**src/rtl/jtag_pkg.sv**
```systemverilog
// Shared constants, loader FSM state encoding and width helper for the JTAG memory loader.
package jtag_pkg;

  localparam int unsigned DefAddrW     = 10;
  localparam int unsigned DefWordBytes = 4;

  // Plain-vector state encoding keeps the FSM compatible with older tool flows.
  typedef logic [2:0] loader_state_t;

  localparam loader_state_t StIdle    = 3'd0;
  localparam loader_state_t StWaitReq = 3'd1;
  localparam loader_state_t StAckHold = 3'd2;
  localparam loader_state_t StWrite   = 3'd3;
  localparam loader_state_t StFlush   = 3'd4;
  localparam loader_state_t StDone    = 3'd5;

  // Byte counter must hold every byte of a full memory plus one spare bit.
  function automatic int unsigned cnt_width(input int unsigned addr_w,
                                            input int unsigned word_bytes);
    return addr_w + $clog2(word_bytes) + 1;
  endfunction

endpackage

```
**src/rtl/byte_packer.sv**
```systemverilog
// Little-endian byte packing register: byte 0 lands in bits 7:0, lane pointer advances per byte.
module byte_packer #(
  parameter int unsigned WORD_BYTES = 4
) (
  input  logic                    clk_i,
  input  logic                    rst_ni,
  input  logic                    clr_i,
  input  logic                    load_i,
  input  logic                    adv_i,
  input  logic [7:0]              data_i,
  output logic [8*WORD_BYTES-1:0] word_o,
  output logic                    complete_o,
  output logic                    partial_o
);

  localparam int unsigned LaneW = (WORD_BYTES > 1) ? $clog2(WORD_BYTES) : 1;
  localparam logic [LaneW-1:0] LastLane = LaneW'(WORD_BYTES - 1);

  logic [LaneW-1:0]        r_lane;
  logic [LaneW-1:0]        w_lane_d;
  logic [8*WORD_BYTES-1:0] r_word;
  logic [8*WORD_BYTES-1:0] w_word_d;

  // Next lane pointer and packed word; clear takes priority over load and advance.
  always_comb begin
    w_lane_d = r_lane;
    w_word_d = r_word;
    if (clr_i) begin
      w_lane_d = '0;
      w_word_d = '0;
    end else begin
      if (load_i) begin
        for (int i = 0; i < int'(WORD_BYTES); i++) begin
          if (r_lane == LaneW'(i)) w_word_d[8*i +: 8] = data_i;
        end
      end
      if (adv_i) w_lane_d = r_lane + LaneW'(1);
    end
  end

  // Lane pointer and packing register state.
  always_ff @(posedge clk_i) begin
    if (!rst_ni) begin
      r_lane <= '0;
      r_word <= '0;
    end else begin
      r_lane <= w_lane_d;
      r_word <= w_word_d;
    end
  end

  assign word_o     = r_word;
  // complete: the lane just loaded is the top byte of the word.
  assign complete_o = (r_lane == LastLane);
  assign partial_o  = (r_lane != '0);

endmodule

```
**src/rtl/jtag_mem_loader.sv**
```systemverilog
// Accepts bytes from the JTAG receiver over a 4-phase handshake, packs them into memory words
// and writes them to sequential BRAM addresses, zero-padding the last partial word.
module jtag_mem_loader
  import jtag_pkg::*;
#(
  parameter int unsigned ADDR_W     = DefAddrW,
  parameter int unsigned WORD_BYTES = DefWordBytes
) (
  input  logic                                     clk_i,
  input  logic                                     rst_ni,
  input  logic                                     sel_i,
  input  logic                                     word_r_i,
  input  logic [7:0]                               data_i,
  output logic                                     ack_o,
  output logic                                     mem_we_o,
  output logic [ADDR_W-1:0]                        mem_addr_o,
  output logic [8*WORD_BYTES-1:0]                  mem_data_o,
  output logic                                     busy_o,
  output logic                                     done_o,
  output logic                                     full_o,
  output logic                                     overflow_o,
  output logic [cnt_width(ADDR_W, WORD_BYTES)-1:0] byte_cnt_o
);

  localparam int unsigned CntW  = cnt_width(ADDR_W, WORD_BYTES);
  localparam int unsigned DataW = 8 * WORD_BYTES;

  loader_state_t     r_state;
  loader_state_t     w_state_d;
  logic [ADDR_W-1:0] r_word_addr;
  logic [ADDR_W-1:0] w_word_addr_d;
  logic [CntW-1:0]   r_byte_cnt;
  logic [CntW-1:0]   w_byte_cnt_d;
  logic              r_full;
  logic              w_full_d;
  logic              r_overflow;
  logic              w_overflow_d;

  logic              r_ack;
  logic              r_we;
  logic [ADDR_W-1:0] r_mem_addr;
  logic [DataW-1:0]  r_mem_data;
  logic              r_busy;
  logic              r_done;
  logic              w_we_d;
  logic [ADDR_W-1:0] w_mem_addr_d;
  logic [DataW-1:0]  w_mem_data_d;

  logic              w_pk_clr;
  logic              w_pk_load;
  logic              w_pk_adv;
  logic [DataW-1:0]  w_pk_word;
  logic              w_pk_complete;
  logic              w_pk_partial;

  byte_packer #(
    .WORD_BYTES (WORD_BYTES)
  ) u_packer (
    .clk_i      (clk_i),
    .rst_ni     (rst_ni),
    .clr_i      (w_pk_clr),
    .load_i     (w_pk_load),
    .adv_i      (w_pk_adv),
    .data_i     (data_i),
    .word_o     (w_pk_word),
    .complete_o (w_pk_complete),
    .partial_o  (w_pk_partial)
  );

  // Session FSM: handshake sequencing, address/byte counters and full/overflow flags.
  always_comb begin
    w_state_d     = r_state;
    w_word_addr_d = r_word_addr;
    w_byte_cnt_d  = r_byte_cnt;
    w_full_d      = r_full;
    w_overflow_d  = r_overflow;
    w_pk_clr      = 1'b0;
    w_pk_load     = 1'b0;
    w_pk_adv      = 1'b0;
    unique case (r_state)
      StIdle: begin
        if (sel_i) begin
          w_pk_clr      = 1'b1;
          w_word_addr_d = '0;
          w_byte_cnt_d  = '0;
          w_full_d      = 1'b0;
          w_overflow_d  = 1'b0;
          w_state_d     = StWaitReq;
        end
      end
      StWaitReq: begin
        if (!sel_i) begin
          w_state_d = w_pk_partial ? StFlush : StDone;
        end else if (word_r_i && !r_full) begin
          w_pk_load = 1'b1;
          w_state_d = StAckHold;
        end else if (word_r_i) begin
          w_overflow_d = 1'b1;
        end
      end
      StAckHold: begin
        // A session ending mid-handshake still keeps the byte already latched.
        if (!word_r_i || !sel_i) begin
          if (r_byte_cnt != '1) w_byte_cnt_d = r_byte_cnt + CntW'(1);
          if (w_pk_complete) begin
            w_state_d = StWrite;
          end else begin
            w_pk_adv  = 1'b1;
            w_state_d = sel_i ? StWaitReq : StFlush;
          end
        end
      end
      StWrite, StFlush: begin
        w_pk_clr = 1'b1;
        // The last address is written once; the pointer never wraps.
        if (r_word_addr == '1) w_full_d = 1'b1;
        else                   w_word_addr_d = r_word_addr + ADDR_W'(1);
        w_state_d = (r_state == StWrite && sel_i) ? StWaitReq : StDone;
      end
      StDone: begin
        w_state_d = StIdle;
      end
      default: begin
        w_state_d = StIdle;
      end
    endcase
  end

  // Outputs are decoded from the next state so they register in step with the FSM.
  always_comb begin
    w_we_d       = (w_state_d == StWrite) || (w_state_d == StFlush);
    w_mem_addr_d = w_we_d ? r_word_addr : r_mem_addr;
    w_mem_data_d = w_we_d ? w_pk_word : '0;
  end

  // State, counters and registered outputs with synchronous reset.
  always_ff @(posedge clk_i) begin
    if (!rst_ni) begin
      r_state     <= StIdle;
      r_word_addr <= '0;
      r_byte_cnt  <= '0;
      r_full      <= 1'b0;
      r_overflow  <= 1'b0;
      r_ack       <= 1'b0;
      r_we        <= 1'b0;
      r_mem_addr  <= '0;
      r_mem_data  <= '0;
      r_busy      <= 1'b0;
      r_done      <= 1'b0;
    end else begin
      r_state     <= w_state_d;
      r_word_addr <= w_word_addr_d;
      r_byte_cnt  <= w_byte_cnt_d;
      r_full      <= w_full_d;
      r_overflow  <= w_overflow_d;
      r_ack       <= (w_state_d == StAckHold);
      r_we        <= w_we_d;
      r_mem_addr  <= w_mem_addr_d;
      r_mem_data  <= w_mem_data_d;
      r_busy      <= (w_state_d != StIdle);
      r_done      <= (w_state_d == StDone);
    end
  end

  assign ack_o      = r_ack;
  assign mem_we_o   = r_we;
  assign mem_addr_o = r_mem_addr;
  assign mem_data_o = r_mem_data;
  assign busy_o     = r_busy;
  assign done_o     = r_done;
  assign full_o     = r_full;
  assign overflow_o = r_overflow;
  assign byte_cnt_o = r_byte_cnt;

endmodule

```
**config.mk**
```make
export PLATFORM = sky130hd
export DESIGN_NAME = jtag_mem_loader
export DESIGN_NICKNAME = d
export VERILOG_FILES = /design/src/rtl/jtag_pkg.sv /design/src/rtl/byte_packer.sv /design/src/rtl/jtag_mem_loader.sv
export SDC_FILE = /design/constraint.sdc
export NUM_CORES = 1
export LEC_CHECK = 0
export ABC_AREA = 0
export CAP_MARGIN = 20
export CORE_MARGIN = 2
export CORE_UTILIZATION = 30
export CTS_CLUSTER_SIZE = 20
export DETAILED_ROUTE_END_ITERATION = 10
export DONT_BUFFER_PORTS = 1
export GPL_ROUTABILITY_DRIVEN = 0
export GPL_TIMING_DRIVEN = 0
export PLACE_DENSITY_LB_ADDON = 0.12
export SLEW_MARGIN = 20
export SYNTH_ARGS = -nofsm -noshare
export SYNTH_HDL_FRONTEND = slang
export SYNTH_SLANG_ARGS = --single-unit
```
**constraint.sdc**
```tcl
create_clock -name clk_i -period 5.3 [get_ports clk_i]
set_clock_uncertainty 0.15 [all_clocks]
set_input_delay 0.53 -clock clk_i [delete_from_list [all_inputs] [get_ports clk_i]]
set_output_delay 0.53 -clock clk_i [all_outputs]
set_load 0.05 [all_outputs]
```
# Word level (Yosys, flattened, before mapping)
# Cells that the tools add are included.
# totals
ff_bits	108
# classes
addsub	3
n_eq_ne	21
mux	31
bitwise_logic	1
n_reduce_logical	25
# ops
op	count
two-way mux 13 bit	3
case mux 13 bit (2 select lines)	1
two-way mux 3 bit	7
two-way mux 10 bit	2
case mux 10 bit (2 select lines)	1
!= test 2 bit, second input constant	8
adder 13 x 1 -> 13 bit, second input constant	1
two-way mux 1 bit	13
!= test 13 bit, second input constant	1
equality test 3 x 2 -> 1 bit, second input constant	4
case mux 3 bit (4 select lines)	1
adder 10 x 1 -> 10 bit, second input constant	1
equality test 10 bit, second input constant	1
AND reduction 2 bit	5
equality test 3 bit, second input constant	3
nonzero test 2 bit	4
case mux 1 bit (2 select lines)	3
AND reduction 3 bit	2
AND reduction 5 bit	1
equality test 2 bit, second input constant	2
AND reduction 4 bit	1
OR reduction 2 bit	2
equality test 3 x 1 -> 1 bit, second input constant	1
zero test 1 bit	3
other kinds (8)	10

# Logic depth before layout (Yosys ltp)
# Gate-level depths: netlist of the first run.
# depth
ltp_word	8
mapped_depth	9
ltp_nobuf	7

# Cells and area by module
# Synthesis of the first run repeated with hierarchy kept, for this count alone.
# hier_totals
hier_cells	517
hier_area_um2	4818.4
# modules_own_cells
mod	instances	cells_per_inst	area_each_um2
jtag_mem_loader	1	356	3165.5
byte_packer	1	161	1652.8

# Least setup slack after synthesis of the first run
# Ideal clock, no wire load.
# synth_path
kind	reg-to-reg
startpoint	reg r_byte_cnt[0] (netlist: byte_cnt_o[0])
endpoint	reg r_byte_cnt[10] (netlist: byte_cnt_o[10])
setup_ns	0.128
arrival_time_ns	1.841
setup_slack_ns	3.182
path_stages_with_launch	7
n_path_buf	0
period_less_slack_ns	2.118
cell_sequence	dfxtp_1 ha_1 nand3_1 or2_2 nor4_1 xnor2_1 nor2_1
# synth_via
elab_chain_len	4
elab_cells_between_ends	7
cone_classes	1 x add/sub; 2 x eq/ne; 3 x mux; 1 x reduce/logical
# synth_rtl
element	line	source
start: declaration	jtag_mem_loader.sv:32	logic [CntW-1:0] r_byte_cnt;
start signal: assignment	jtag_mem_loader.sv:153	r_byte_cnt <= w_byte_cnt_d;
adder 13 x 1 -> 13 bit	jtag_mem_loader.sv:104	if (r_byte_cnt != '1) w_byte_cnt_d = r_byte_cnt + CntW'(1);
two-way mux 13 bit	jtag_mem_loader.sv:104	
two-way mux 13 bit	jtag_mem_loader.sv:103	if (!word_r_i || !sel_i) begin
case mux 13 bit (2 select lines)	jtag_mem_loader.sv:80	unique case (r_state)
# Parallel ways exist; a longest one is shown, timed or not. The select of a mux whose other input is x is not followed.
# A chain may end at the register's enable or synchronous reset.

# Worst setup path in the final report of the first run
# layout_path
startpoint	reg u_packer.r_lane[0]
endpoint	reg r_mem_data[31] (netlist: mem_data_o[31])
# layout_via
elab_chain_len	7
elab_cells_between_ends	11
cone_classes	3 x eq/ne; 5 x mux; 3 x reduce/logical
# layout_rtl
element	line	source
start: declaration	byte_packer.sv:19	logic [LaneW-1:0] r_lane;
start signal: assignment	byte_packer.sv:47	r_lane <= w_lane_d;
equality test 2 bit / nonzero test 2 bit (equally long branches)	byte_packer.sv:54, byte_packer.sv:55	
two-way mux 3 bit / two-way mux 1 bit (equally long branches)	jtag_mem_loader.sv:105, jtag_mem_loader.sv:93	
two-way mux 3 bit (on tied branches)	jtag_mem_loader.sv:103, jtag_mem_loader.sv:92	
case mux 3 bit (4 select lines) (*)	jtag_mem_loader.sv:80	
equality test 3 x 2 -> 1 bit / equality test 3 bit (equally long branches)	jtag_mem_loader.sv:131	w_we_d = (w_state_d == StWrite) || (w_state_d == StFlush);
logical OR 1 bit (*)	jtag_mem_loader.sv:131	
AND reduction 2 bit (no line) (*)	--	
end signal: assignment	jtag_mem_loader.sv:159	r_mem_data <= w_mem_data_d;
end: declaration	jtag_mem_loader.sv:42	logic [DataW-1:0] r_mem_data;
# Every way passes the cells marked *; elsewhere a longest branch is shown, timed or not.

==> qor.log, run 1 <==
[worst_setup_path] arrival time of the worst setup path 2.63 ns
[global_route] remaining global-route overflow 0
[floorplan] die extent in x 122 um
[final_layout] P&R area growth vs syn 13.4%
[cts] cts-stage hold buffer count 0
[cts] H-tree depth 3
[placement] half-perimeter wire length of the detailed placement result 6660 um
[floorplan] die height 122 um
[synthesis] combined area of all synthesized cells 4150 sq um
[outcome] run status complete, no violations
[timing] setup repair after global routing missed its margin false
[final_layout] fraction of the core area covered by cells at the end of the flow 35.2%
[worst_setup_path] Worst setup SP type register
[cts] clock buffer count from CTS 9
[pwr] leakage 1.59 nW
[route] first-pass detailed-route iteration total 4
[final_layout] post-layout instance area 4700 sq um
[timing] Max transition margin 33.6%
[route] Avg WL per Cell 14.9 um
[route] vias per inst 4.69
[cts] clock-pin slew reported for the worst setup and hold paths after clock tree synthesis 0.07 ns
[timing] post-route clock period utilization 46.9%
[synthesis] leading area contributor after synthesis sky130_fd_sc_hd__dfxtp_1
[flow_run] number of maximum-capacitance constraint violations 0
[route] WL final 9430 um
[placement] placed cell areas 4370 sq um
[synthesis] sequential fraction of the synthesis area 52.2%
[pwr] total power 1.67 mW
[pwr] Peak supply drop 0.161 mV
[floorplan] Total Die Area 14800 sq um
[global_route] wire length of the first global-routing pass 15200 um
[synthesis] top flip-flop cell by instance count after synthesis sky130_fd_sc_hd__dfxtp_1
[worst_setup_path] critical path peak fanout 10
[cts] root buffer selected by CTS sky130_fd_sc_hd__clkbuf_16
[worst_setup_path] kind of cell adding the most delay to the critical path buffers and inverters
[route] DR iter-0 viols 144
[timing] max frequency 402 MHz
[timing] Total Neg Setup Slack 0 ns
[floorplan] number of rows in the core area 42
[global_route] GRT Total Usage 13.6%
[global_route] initial antenna violation count 0
[worst_setup_path] Critical Path RT 5.45 ns
[final_layout] Filler cells 1385
[cts] total of cells resized after clock tree synthesis 0
[worst_setup_path] highest cell delay on the worst timing path 0.41 ns
[route] DRC 0
[synthesis] post-synth net total 460
[floorplan] Core Region 13300 sq um
[cts] clock tree sinks 108
[final_layout] fraction of layout cells with a size suffix above 1 10.7%
[pwr] ratio of total power to cell area 356 nW/um^2
[synthesis] synth unique cells 49
[floorplan] I/O pin cnt 73
[min_path] worst hold path class primary input to register
[synthesis] synthesized area divided by synthesized cell count 9.38 sq um
[cts] buffer levels on the longest clock path 2
[timing] setup violation total in the final timing report 0
[synthesis] ranking of synthesized cells by area sky130_fd_sc_hd__dfxtp_1, sky130_fd_sc_hd__nand2_1, sky130_fd_sc_hd__nand3_1
[timing] transition at the pin with the smallest max-transition slack 0.980 ns
[worst_setup_path] WS Path Type register to register
[synthesis] top cells by count, synth sky130_fd_sc_hd__dfxtp_1, sky130_fd_sc_hd__nand2_1, sky130_fd_sc_hd__nand3_1
[synthesis] cell count after synthesis 442
[timing] crit path time final 2.48 ns
[worst_setup_path] type of destination of the critical path register
[worst_setup_path] buffering stage count on the worst path with inverters included 3
[timing] number of failing hold endpoints at the final stage 0
[worst_setup_path] worst path cell trace inv_1 -> ha_1 -> clkbuf_1 -> nor2_1 -> nor2_4 -> a22oi_4 -> mux2i_4 -> buf_2 -> and2_1
[timing] Pins Over Slew Limit 0
[cts] post-CTS setup repair buffer count 0
[final_layout] Net count, final 471
[synthesis] area fraction of the dominant cell type after synthesis 52.2%
[synthesis] number of register bits inferred by synthesis 108
[synthesis] share of flip-flops with an asynchronous set or reset 0%
[worst_setup_path] standard cell with the maximum stage delay on the critical path sky130_fd_sc_hd__mux2i_4
[global_route] maximum number of pins on one net before global-route repair 19
[final_layout] final antenna diode count 0
[synthesis] Synth warnings 0
[cts] clock latency on the worst-skew pair 0.36 ns
[route] number of nets with antenna violations after routing 0
[placement] port bufs 0
[floorplan] Starting Density 31.1%
[route] via count 2975
[global_route] via count of the first global-routing pass 2852
[cts] clock tree from TritonCTS built
[synthesis] count of flip-flops with a built-in enable after synthesis 0
[synthesis] most numerous cell in the Yosys netlist sky130_fd_sc_hd__dfxtp_1
final timing paths:
| check | end | startpoint | cells after the start | slack [ns] |
|---|---|---|---|---|
| hold / removal | u_packer.word_o[6]$_SDFFE_PP0P_ | data_i[6] | 2 | 0.16 |
| setup reg to reg | mem_data_o[31]$_SDFF_PN0_ | u_packer.r_lane[0]$_SDFFE_PP0P_ | 9 | 2.82 |
| setup / recovery | mem_data_o[31]$_SDFF_PN0_ | u_packer.r_lane[0]$_SDFFE_PP0P_ | 9 | 2.82 |
| hold reg to reg | u_packer.word_o[4]$_SDFFE_PP0P_ | u_packer.word_o[4]$_SDFFE_PP0P_ | 2 | 0.30 |
layout by cell type (no fill, tap or decap), types with 2 or more instances in the layout:
master                         n
sky130_fd_sc_hd__ha_1          6
sky130_fd_sc_hd__a211oi_1      5
sky130_fd_sc_hd__xnor2_1      19
sky130_fd_sc_hd__and4_1        2
sky130_fd_sc_hd__clkinvlp_4    2
sky130_fd_sc_hd__clkbuf_1     11
sky130_fd_sc_hd__o2bb2ai_2    10
sky130_fd_sc_hd__inv_1         5
sky130_fd_sc_hd__a21oi_1      39
sky130_fd_sc_hd__clkbuf_16     9
sky130_fd_sc_hd__nand4_1       3
sky130_fd_sc_hd__and2_1       33
sky130_fd_sc_hd__o21ai_0       3
sky130_fd_sc_hd__nor3_1        5
sky130_fd_sc_hd__bufinv_16     2
sky130_fd_sc_hd__buf_2         9
sky130_fd_sc_hd__dfxtp_1     108
sky130_fd_sc_hd__o21ai_1       2
sky130_fd_sc_hd__nand3b_1      4
sky130_fd_sc_hd__nor2b_1       4
sky130_fd_sc_hd__and3b_1       2
sky130_fd_sc_hd__nand2_1      62
sky130_fd_sc_hd__nand3_1      44
sky130_fd_sc_hd__nor3b_1       3
sky130_fd_sc_hd__nor2_1       34
sky130_fd_sc_hd__nor4_1        3
area by class of cell:
cell class              count  area [sq um]  area share, %
plain buffers              24           114           2.42
clock buffers              10           239           5.09
clock inverters             6          95.1           2.02
inverters                   5          18.8          0.399
multi-input cells         305          1850           39.4
flip-flops and latches    108          2160           46.0
well taps                 176           220           4.69
cells by family after synthesis:
kind of cell	share of synthesized area (%)
mux	1.06
xor+xnor	4.01
buf+inv	3.20
compound gates	12.8
fa+ha+maj	1.81
flops	52.2
simple gates	24.9
metrics by stage:
stage / hold slack, ns / instances / setup slack, ns
6_report: 0.163 / 634 / 2.82
3_5_place_dp: 0.292 / 618 / 2.80
5_1_grt: 0.150 / 634 / 2.58
4_1_cts: 0.148 / 634 / 2.76
2_1_floorplan: 0.280 / 442 / 3.18
3_3_place_gp: 0.290 / 618 / 2.86
flip-flops by register name, indices dropped and copies added, names as in the netlist:
name             cells
mem_data_o          32
u_packer.word_o     32
byte_cnt_o          13
mem_addr_o          10
r_word_addr         10
r_state              3
u_packer.r_lane      2
ack_o                1
busy_o               1
done_o               1
full_o               1
mem_we_o             1
overflow_o           1
where the power goes:
group	switching (mW)	leakage, nW	internal (mW)
clock network	0.308	0.157	0.431
registers	0.0224	0.871	0.819
logic	0.0654	0.566	0.0290
total	0.395	1.59	1.28
per-layer routing:
layer,vias to the layer above,wire [um],global-route usage [%],part of all wire (%)
met5,-,0,0,0
met4,0,215,7.11,2.3
met3,13,478,3.70,5.1
met2,61,4090,19.8,43
met1,1370,4650,18.4,49
li1,1531,-,-,-
worst reg2reg max path, cell delays in order (launching register included):
cell and delay, ns:
sky130_fd_sc_hd__dfxtp_1 0.37, sky130_fd_sc_hd__inv_1 0.09, sky130_fd_sc_hd__ha_1 0.19, sky130_fd_sc_hd__clkbuf_1 0.23
sky130_fd_sc_hd__nor2_1 0.25, sky130_fd_sc_hd__nor2_4 0.05, sky130_fd_sc_hd__a22oi_4 0.23, sky130_fd_sc_hd__mux2i_4 0.41
sky130_fd_sc_hd__buf_2 0.28, sky130_fd_sc_hd__and2_1 0.17
Note: power is estimated with default switching activity, not from simulation.
==> run 2: changes to the inputs <==
Clock period 5.3 ns to 2.4 ns, I/O delays scaled along.
==> run 2 against run 1 <==
Effect of this change:
- largest cell class unchanged
- non-clock buffer count increased by 11
- critical endpoint is now byte_cnt_o[10]$_SDFFE_PN0P_
- final cell count increased by 1.7%
- combinational power increased by 150%
- critical path depth decreased by 4
- die area unchanged
- largest power group unchanged
- first-iteration DRC count decreased by 13%
==> qor.log, run 2 (same netlist as run 1, synthesis figures left out) <==
[outcome] run status complete, no violations [unchanged]
[pwr] leakage 1.65 nW [was 1.59 nW]
[worst_setup_path] Critical Path RT 2.47 ns [was 5.45 ns]
[cts] H-tree depth 3 [unchanged]
[final_layout] post-route insts no fill 645 [was 634]
[final_layout] fraction of the core area covered by cells at the end of the flow 36.2% [was 35.2%]
[global_route] maximum number of pins on one net before global-route repair 19 [unchanged]
[pwr] Peak supply drop 0.354 mV [was 0.161 mV]
[placement] dpl ws -0.101 ns [was 2.80 ns]
[cts] clock tree from TritonCTS built [unchanged]
[placement] port bufs 0 [unchanged]
[floorplan] Core Region 13300 sq um [unchanged]
[timing] final setup margin 0.135 ns [was 2.82 ns]
[worst_setup_path] standard cell with the maximum stage delay on the critical path sky130_fd_sc_hd__dfxtp_1 [was sky130_fd_sc_hd__mux2i_4]
[worst_setup_path] arrival time of the worst setup path 2.34 ns [was 2.63 ns]
[route] via count 3006 [was 2975]
[route] vias per inst 4.66 [was 4.69]
[pwr] combinational fraction of design power 6.3% [was 5.6%]
[final_layout] most used cells in the layout excluding fill and tap cells sky130_fd_sc_hd__dfxtp_1, sky130_fd_sc_hd__nand2_1, sky130_fd_sc_hd__nand3_1 [unchanged]
[global_route] met3 usage 3.70% [unchanged]
[timing] post-route worst hold slack 0.128 ns [was 0.163 ns]
[final_layout] Net count, final 482 [was 471]
[worst_setup_path] buffering stage count on the worst path with inverters included 0 [was 3]
[pwr] switching part of the total power 23.8% [was 23.6%]
[final_layout] most common cell after layout, fill and taps aside sky130_fd_sc_hd__dfxtp_1 [unchanged]
[floorplan] number of rows in the core area 42 [unchanged]
[global_route] GRT Total Usage 13.7% [was 13.6%]
[timing] max frequency 442 MHz [was 402 MHz]
[worst_setup_path] worst path cell trace nand4_1 -> or2_2 -> nor4_1 -> xnor2_1 -> nor2_1 [was inv_1 -> ha_1 -> clkbuf_1 -> nor2_1 -> nor2_4 -> a22oi_4 -> mux2i_4 -> buf_2 -> and2_1]
[global_route] global-route track usage on met2 20.2% [was 19.8%]
[global_route] gr busiest metal met2 [unchanged]
[placement] Placed Cells incl. Taps 618 [unchanged]
[floorplan] Starting Density 31.1% [unchanged]
[route] DRC 0 [unchanged]
[cts] buffer levels on the longest clock path 2 [unchanged]
[pwr] power share of the clock group 43.8% [was 44.1%]
[worst_setup_path] kind of cell adding the most delay to the critical path simple AND/OR/NAND/NOR gates [was buffers and inverters]
[worst_setup_path] critical path peak fanout 5 [was 10]
[cts] clock tree sinks 108 [unchanged]
[pwr] ratio of total power to cell area 771 nW/um^2 [was 356 nW/um^2]
[final_layout] fraction of layout cells with a size suffix above 1 12.8% [was 10.7%]
[worst_setup_path] Worst setup SP type register [unchanged]
[flow_run] number of maximum-capacitance constraint violations 0 [unchanged]
[route] WL final 9580 um [was 9430 um]
[final_layout] Filler cells 1374 [was 1385]
[worst_setup_path] highest cell delay on the worst timing path 0.72 ns [was 0.41 ns]
[cts] clock buffer count from CTS 9 [unchanged]
[cts] clock-pin slew reported for the worst setup and hold paths after clock tree synthesis 0.07 ns [about the same]
[timing] Pins Over Slew Limit 0 [unchanged]
[cts] root buffer selected by CTS sky130_fd_sc_hd__clkbuf_16 [unchanged]
[route] first-pass detailed-route iteration total 6 [was 4]
[min_path] worst hold path class primary input to register [unchanged]
[timing] transition at the pin with the smallest max-transition slack 0.750 ns [was 0.980 ns]
[timing] setup repair after global routing missed its margin false [unchanged]
[global_route] via count of the first global-routing pass 2896 [was 2852]
[global_route] initial antenna violation count 0 [unchanged]
[global_route] fraction of met1 tracks used by global routing 18.5% [was 18.4%]
[placement] half-perimeter wire length of the detailed placement result 6660 um [unchanged]
[worst_setup_path] WS Path Type register to register [unchanged]
[pwr] total net switching power 0.888 mW [was 0.395 mW]
[route] Avg WL per Cell 14.9 um [about the same]
[route] DR iter-0 viols 125 [was 144]
[timing] setup violation total in the final timing report 0 [unchanged]
[route] number of nets with antenna violations after routing 0 [unchanged]
[floorplan] die extent in x 122 um [unchanged]
[timing] Max transition margin 49.8% [was 33.6%]
[timing] crit path time final 2.26 ns [was 2.48 ns]
[pwr] cell-internal power 2.84 mW [was 1.28 mW]
[timing] post-route clock period utilization 94.4% [was 46.9%]
[floorplan] I/O pin cnt 73 [unchanged]
[timing] number of failing hold endpoints at the final stage 0 [unchanged]
[global_route] remaining global-route overflow 0 [unchanged]
[worst_setup_path] type of destination of the critical path register [unchanged]
[floorplan] Total Die Area 14800 sq um [unchanged]
[final_layout] final antenna diode count 0 [unchanged]
[final_layout] P&R area growth vs syn 16.6% [was 13.4%]
[pwr] part of the power in registers 49.9% [was 50.2%]
[floorplan] die height 122 um [unchanged]
[global_route] wire length of the first global-routing pass 15400 um [was 15200 um]
[cts] clock latency on the worst-skew pair 0.36 ns [about the same]
-- run 2: cell types whose count changed in the layout (fill, tap and decap cells not counted), moves of 2 or more --
| cell | previous run | this run |
|---|---|---|
| sky130_fd_sc_hd__dlygate4sd3_1 | 0 | 9 |
| sky130_fd_sc_hd__buf_4 | 1 | 6 |
| sky130_fd_sc_hd__dfxtp_1 | 108 | 104 |
| sky130_fd_sc_hd__dfxtp_2 | 0 | 4 |
| sky130_fd_sc_hd__buf_2 | 9 | 7 |
| sky130_fd_sc_hd__clkbuf_1 | 11 | 9 |
-- run 2: path summary, 6_finish.rpt --
kind         slack (ns)                         endpoint                       startpoint  depth (start not counted)
max                0.14      byte_cnt_o[10]$_SDFFE_PN0P_       byte_cnt_o[5]$_SDFFE_PN0P_                          5
min                0.13          overflow_o$_SDFFE_PN0P_                            sel_i                          3
max reg2reg        0.14      byte_cnt_o[10]$_SDFFE_PN0P_       byte_cnt_o[5]$_SDFFE_PN0P_                          5
min reg2reg        0.30  u_packer.word_o[6]$_SDFFE_PP0P_  u_packer.word_o[6]$_SDFFE_PP0P_                          2
-- run 2: through the flow --
step	power (mW)	TNS, ns	instance area [sq um]
CTS	3.79	0	4810
global placement	2.11	-0.205	4370
detailed placement	2.11	-1.54	4370
finish	3.73	0	4830
floorplan	2.06	0	4150
global route	3.87	0	4830
-- run 2: what timing repair did --
item	in CTS	in global routing
gates resized for setup	4	7
endpoints found under the setup margin	42	85
buffers inserted	1	2
hold buffers	9	0
pin swaps	0	1
endpoints found under the hold margin	33	0
-- run 2: cell type report --
| class | count | area [sq um] | area share [%] |
|---|---|---|---|
| flip-flops and latches | 108 | 2170 | 44.8 |
| multi-input cells | 305 | 1860 | 38.6 |
| clock buffers | 10 | 239 | 4.95 |
| well taps | 176 | 220 | 4.56 |
| plain buffers | 23 | 116 | 2.41 |
| repair buffers | 12 | 113 | 2.33 |
| clock inverters | 6 | 95.1 | 1.97 |
| inverters | 5 | 18.8 | 0.388 |
-- run 2: layer usage --
layer	vias to the layer above	wire [um]
met5	-	0
met4	0	180
met3	12	448
met2	49	4150
met1	1389	4800
li1	1556	-
-- run 2: worst reg2reg max path, stage by stage (launching register included) --
cell	delay (ns)
sky130_fd_sc_hd__dfxtp_1	0.72
sky130_fd_sc_hd__nand4_1	0.39
sky130_fd_sc_hd__or2_2	0.42
sky130_fd_sc_hd__nor4_1	0.24
sky130_fd_sc_hd__xnor2_1	0.16
sky130_fd_sc_hd__nor2_1	0.06
-- run 2: power groups by stage --
stage / sequential (mW) / combinational (mW) / clock [mW]
after global routing: 1.86 / 0.263 / 1.75
after floorplan: 1.90 / 0.160 / 0
final: 1.86 / 0.236 / 1.63
after CTS: 1.86 / 0.238 / 1.69
after detailed placement: 1.90 / 0.210 / 0
after global placement: 1.90 / 0.209 / 0
